**config.mk**
```make
export PLATFORM = sky130hd
export DESIGN_NAME = tx_serial_registrado
export DESIGN_NICKNAME = d
export VERILOG_FILES = /design/src/rtl/tx_serial_registrado.sv
export SDC_FILE = /design/constraint.sdc
export NUM_CORES = 1
export LEC_CHECK = 0
export ABC_AREA = 1
export CORE_UTILIZATION = 40
export CTS_CLUSTER_SIZE = 28
export DETAILED_ROUTE_END_ITERATION = 8
export HOLD_SLACK_MARGIN = 0.05
export PLACE_DENSITY = 0.7
export SLEW_MARGIN = 0
export SYNTH_ARGS = -nofsm -noshare
export SYNTH_HDL_FRONTEND = slang
export SYNTH_SLANG_ARGS = --single-unit
```
**constraint.sdc**
```tcl
create_clock -name clock -period 2.7 [get_ports clock]
set_input_delay 0.405 -clock clock [delete_from_list [all_inputs] [get_ports clock]]
set_output_delay 0.405 -clock clock [all_outputs]
set_load 0.01 [all_outputs]
```
**src/rtl/tx_serial_registrado.sv**
```systemverilog
// tx_serial_registrado: registered asynchronous serial transmitter.
// Captures a parallel word on a start request and shifts it out as a frame:
// start bit, N_DADOS data bits LSB-first, optional even parity, N_PARADA stop
// bits. Every output is driven straight from a flop, so the line never glitches.
// Optional feature: define TX_PARIDADE_EN to compile in the even-parity bit.
module tx_serial_registrado #(
  parameter int N_DADOS  = 8,
  parameter int DIVISOR  = 5208,
  parameter int N_PARADA = 1
) (
  input  logic               clock,
  input  logic               clear,
  input  logic               partida,
  input  logic [N_DADOS-1:0] dados,
  output logic               saida_serial,
  output logic               ocupado,
  output logic               pronto
);

  localparam int BAUD_W = $clog2(DIVISOR);
  localparam int BIT_W  = $clog2(N_DADOS + 1);

  localparam logic [BAUD_W-1:0] BAUD_FIM   = BAUD_W'(DIVISOR - 1);
  localparam logic [BIT_W-1:0]  BIT_FIM    = BIT_W'(N_DADOS - 1);
  localparam logic [BIT_W-1:0]  PARADA_FIM = BIT_W'(N_PARADA - 1);

  typedef enum logic [2:0] {
    REPOUSO  = 3'd0,
    INICIO   = 3'd1,
    DADOS    = 3'd2,
`ifdef TX_PARIDADE_EN
    PARIDADE = 3'd3,
`endif
    PARADA   = 3'd4,
    FINAL    = 3'd5
  } estado_t;

  estado_t             estado, estado_prox;
  logic [BAUD_W-1:0]   baud_cnt, baud_prox;
  logic [BIT_W-1:0]    bit_cnt, bit_prox;
  logic [N_DADOS-1:0]  captura, captura_prox;
  logic                saida_prox, ocupado_prox, pronto_prox;
  logic                fim_baud;

`ifdef TX_PARIDADE_EN
  logic paridade, paridade_prox;
`endif

  assign fim_baud = (baud_cnt == BAUD_FIM);

  // State, counters, capture register and registered outputs.
  // NOTE: the capture register is reset together with the control state so the
  // block comes out of clear with fully defined contents, not just a valid FSM.
  always_ff @(posedge clock or posedge clear) begin
    if (clear) begin
      estado       <= REPOUSO;
      baud_cnt     <= '0;
      bit_cnt      <= '0;
      captura      <= '0;
      saida_serial <= 1'b1;
      ocupado      <= 1'b0;
      pronto       <= 1'b0;
`ifdef TX_PARIDADE_EN
      paridade     <= 1'b0;
`endif
    end else begin
      // NOTE: non-blocking assignments make every flop sample the pre-edge
      // values, so the order of these lines does not matter.
      estado       <= estado_prox;
      baud_cnt     <= baud_prox;
      bit_cnt      <= bit_prox;
      captura      <= captura_prox;
      saida_serial <= saida_prox;
      ocupado      <= ocupado_prox;
      pronto       <= pronto_prox;
`ifdef TX_PARIDADE_EN
      paridade     <= paridade_prox;
`endif
    end
  end

  // Next-state, counter and shift-register logic.
  always_comb begin
    // NOTE: every signal gets a default before the case so no path leaves it
    // unassigned, which would otherwise infer a latch.
    estado_prox  = estado;
    baud_prox    = baud_cnt + 1'b1;
    bit_prox     = bit_cnt;
    captura_prox = captura;
`ifdef TX_PARIDADE_EN
    paridade_prox = paridade;
`endif
    case (estado)
      REPOUSO: begin
        baud_prox = '0;
        bit_prox  = '0;
        if (partida) begin
          captura_prox = dados;
`ifdef TX_PARIDADE_EN
          paridade_prox = ^dados;
`endif
          estado_prox  = INICIO;
        end
      end
      INICIO: begin
        if (fim_baud) begin
          baud_prox   = '0;
          estado_prox = DADOS;
        end
      end
      DADOS: begin
        if (fim_baud) begin
          baud_prox    = '0;
          captura_prox = captura >> 1;
          if (bit_cnt == BIT_FIM) begin
            bit_prox    = '0;
`ifdef TX_PARIDADE_EN
            estado_prox = PARIDADE;
`else
            estado_prox = PARADA;
`endif
          end else begin
            bit_prox = bit_cnt + 1'b1;
          end
        end
      end
`ifdef TX_PARIDADE_EN
      PARIDADE: begin
        if (fim_baud) begin
          baud_prox   = '0;
          estado_prox = PARADA;
        end
      end
`endif
      PARADA: begin
        // The bit counter is reused to count stop-bit periods.
        if (fim_baud) begin
          baud_prox = '0;
          if (bit_cnt == PARADA_FIM) begin
            bit_prox    = '0;
            estado_prox = FINAL;
          end else begin
            bit_prox = bit_cnt + 1'b1;
          end
        end
      end
      FINAL: begin
        baud_prox   = '0;
        estado_prox = REPOUSO;
      end
      default: begin
        baud_prox   = '0;
        bit_prox    = '0;
        estado_prox = REPOUSO;
      end
    endcase
  end

  // Output values decoded from the upcoming state so the flops line up with it.
  always_comb begin
    saida_prox   = 1'b1;
    ocupado_prox = 1'b0;
    pronto_prox  = 1'b0;
    case (estado_prox)
      INICIO: begin
        saida_prox   = 1'b0;
        ocupado_prox = 1'b1;
      end
      DADOS: begin
        saida_prox   = captura_prox[0];
        ocupado_prox = 1'b1;
      end
`ifdef TX_PARIDADE_EN
      PARIDADE: begin
        saida_prox   = paridade_prox;
        ocupado_prox = 1'b1;
      end
`endif
      PARADA: begin
        ocupado_prox = 1'b1;
      end
      FINAL: begin
        pronto_prox = 1'b1;
      end
      default: begin
      end
    endcase
  end

endmodule
```
==> flow_metrics.tcl <==
set metrics [dict create \
    die_w_um 65.89 \
    status "finished, final reports clean" \
    cts_setup_buffers 0 \
    antenna_cells 0 \
    critical_path_required_ns 2.30 \
    vias_per_cell 4.888 \
    vias 1310 \
    placed_cell_area_um2 1815 \
    cts_root_buf "clkbuf_8" \
    antenna_found_initial 0 \
    yosysUniqueCellTypes 27 \
    slowest_stage "dfstp_2" \
    ir_drop_mv 0.2531 \
    dpl.hpwl_um 2307 \
    crit_type "register to output pin" \
    insertion_delay_ns 0.28 \
    grt_max_degree 32 \
    cts_tree "built" \
    cts.clk_slew.worst_paths_ns 0.07 \
    worstPathArrival_ns 1.33 \
    cts_resized 0 \
    initial_utilization_pct 42.98 \
    worstHoldPathType "register to register" \
    powerDensity_nw_per_um2 442.0 \
    drv_slew 0 \
    rsz0062_at_grt "false" \
    async_flop_share_pct 100.0 \
    numCtsBuffers 5 \
    h-tree-depth 2 \
    grt-ovfl-total 0 \
    ys_warn_count 0 \
    power_leakage_uw 0.0008668 \
    crit_chain "clkdlybuf4s50_1" \
    tns_ns 0 \
    syn_to_final_growth_pct 16.32 \
    finalHoldViolCount 0 \
    io_buffer_count 13 \
    critPathCaptureType "output pin" \
    finalSetupViolCount 0 \
    grt_pass1_vias 1204 \
    hold_buffers 0 \
    fin_crit_ns 1.733 \
    syn_area_per_cell_um2 8.123 \
    synth_seq_cells 31 \
    clock.fmax_mhz 577.0 \
    cpPeakStageDelay_ns 0.52 \
    ios 14 \
    ys.flop_type "dfrtp_1" \
    drive_above_1_share_pct 12.73 \
    worstMarginPinSlew_ns 0.4063 \
    route.detailed.drc 0 \
    synth_nets 215 \
    antenna_left 0 \
    seq_area_frac_synth_pct 47.59 \
    place.gp.congestion 0.8381 \
    cts.path.max_buffers 2 \
    final_cell_mix "48 x nand2_1, 30 x dfrtp_1, 24 x nor2_1" \
    grt_util_all_layers_pct 16.90 \
    worst_clock_skew_ns 0.005439 \
    synthCells 201 \
    grt_pass1_wl_um 5382 \
    wl_per_cell_um 11.70 \
    crit_fanout 1 \
    cap_violations 0 \
    worst-path-buf-inv 1 \
    fin_nets 233 \
    power_uw 839.4 \
    startpoint_type "register" \
    critPathTopFamily "flip-flops" \
    fin_area_um2 1899 \
    dr.pass1.iters 4 \
    die_h_um 65.89 \
    period_share_pct 64.19 \
    slew_headroom_pct 72.88 \
    num_rows 22 \
    core_region_area_um2 3799 \
    dieArea_um2 4341 \
    numClockSinks 31 \
    drtIter0Drc 56 \
    final_common_cell "nand2_1" \
    synth_edf_count 0 \
    drt_wl_total_um 3135 \
    synth_area_um2 1633 \
]
-- routing by layer --
metal / wire, um / share of wire [%] / up-vias / track usage, %
li1: - / - / 688 / -
met1: 1604 / 51 / 600 / 23.42
met2: 1370 / 44 / 17 / 23.60
met3: 93 / 3.0 / 5 / 4.138
met4: 66 / 2.1 / 0 / 9.783
met5: 0 / 0 / - / 0
-- path summary, 6_finish.rpt --
| check | cells past startpoint | endpoint | start | slack, ns |
|---|---|---|---|---|
| hold reg to reg | 1 | baud_cnt[0]$_DFF_PP0_ | baud_cnt[0]$_DFF_PP0_ | 0.46 |
| setup / recovery | 1 | saida_serial | saida_serial$_DFF_PP1_ | 0.97 |
| hold / removal | 1 | baud_cnt[0]$_DFF_PP0_ | baud_cnt[0]$_DFF_PP0_ | 0.46 |
| min in group asynchronous | 3 | captura[4]$_DFFE_PP0P_ | clear | 0.50 |
| max in group asynchronous | 3 | saida_serial$_DFF_PP1_ | clear | 1.88 |
| setup reg to reg | 6 | baud_cnt[2]$_DFF_PP0_ | estado[0]$_DFF_PP0_ | 1.10 |
-- cells in the mapped netlist, types with 2 or more instances --
| master | instances | share of area, % |
|---|---|---|
| o21ai_0 | 5 | 1.5 |
| nand2_2 | 3 | 1.1 |
| dfrtp_1 | 30 | 46 |
| clkbuf_1 | 2 | 0.46 |
| o21ai_1 | 4 | 1.2 |
| nand3_1 | 10 | 3.1 |
| nor3_1 | 3 | 0.92 |
| nand2_1 | 48 | 11 |
| inv_1 | 21 | 4.8 |
| a21oi_1 | 2 | 0.61 |
| o211ai_1 | 6 | 2.8 |
| inv_2 | 3 | 0.69 |
| nand4_1 | 12 | 4.6 |
| xor2_1 | 7 | 3.8 |
| nor2_1 | 24 | 5.5 |
| ha_1 | 3 | 2.3 |
| nor2_2 | 8 | 3.1 |
-- cell families after synthesis --
kind of cell | after synthesis | share of synthesized area [%]
AO/OA/AOI/OAI | 19 | 7.126
XOR/XNOR | 7 | 3.755
adder cells (fa/ha/maj) | 3 | 2.299
buffers and inverters | 27 | 6.437
flip-flops | 31 | 47.59
AND/OR/NAND/NOR | 114 | 32.80
-- state kept, by name (all words and copies together) (netlist names) --
name          flops
captura           8
saida_serial      1
ocupado           1
estado            3
bit_cnt           4
pronto            1
baud_cnt         13
-- final cells by class --
cell class	count	area, um^2
clock buffers	5	68.82
clock inverters	3	15.01
fillers	380	1899
inverters	24	90.09
multi-input cells	143	750.7
flip-flops and latches	31	777.0
well taps	48	60.06
repair buffers	14	137.6
-- through the flow --
step / setup slack (ns) / utilization, % / instances / hold slack, ns
after floorplan: 1.310 / - / 201 / 0.4251
after global placement: 1.111 / 47.79 / 260 / 0.4405
after detailed placement: 1.097 / 47.79 / 260 / 0.4480
after CTS: 0.9610 / 50.00 / 268 / 0.4563
after global routing: 0.8835 / 50.00 / 268 / 0.5067
final: 0.9669 / 50.00 / 268 / 0.4571
-- power by group --
part,internal (uW),switching (uW),total [uW]
Sequential,465,0,465
Combinational,13.8,12.8,26.7
Clock,176,172,348
Note: power is estimated with default switching activity, not from simulation.
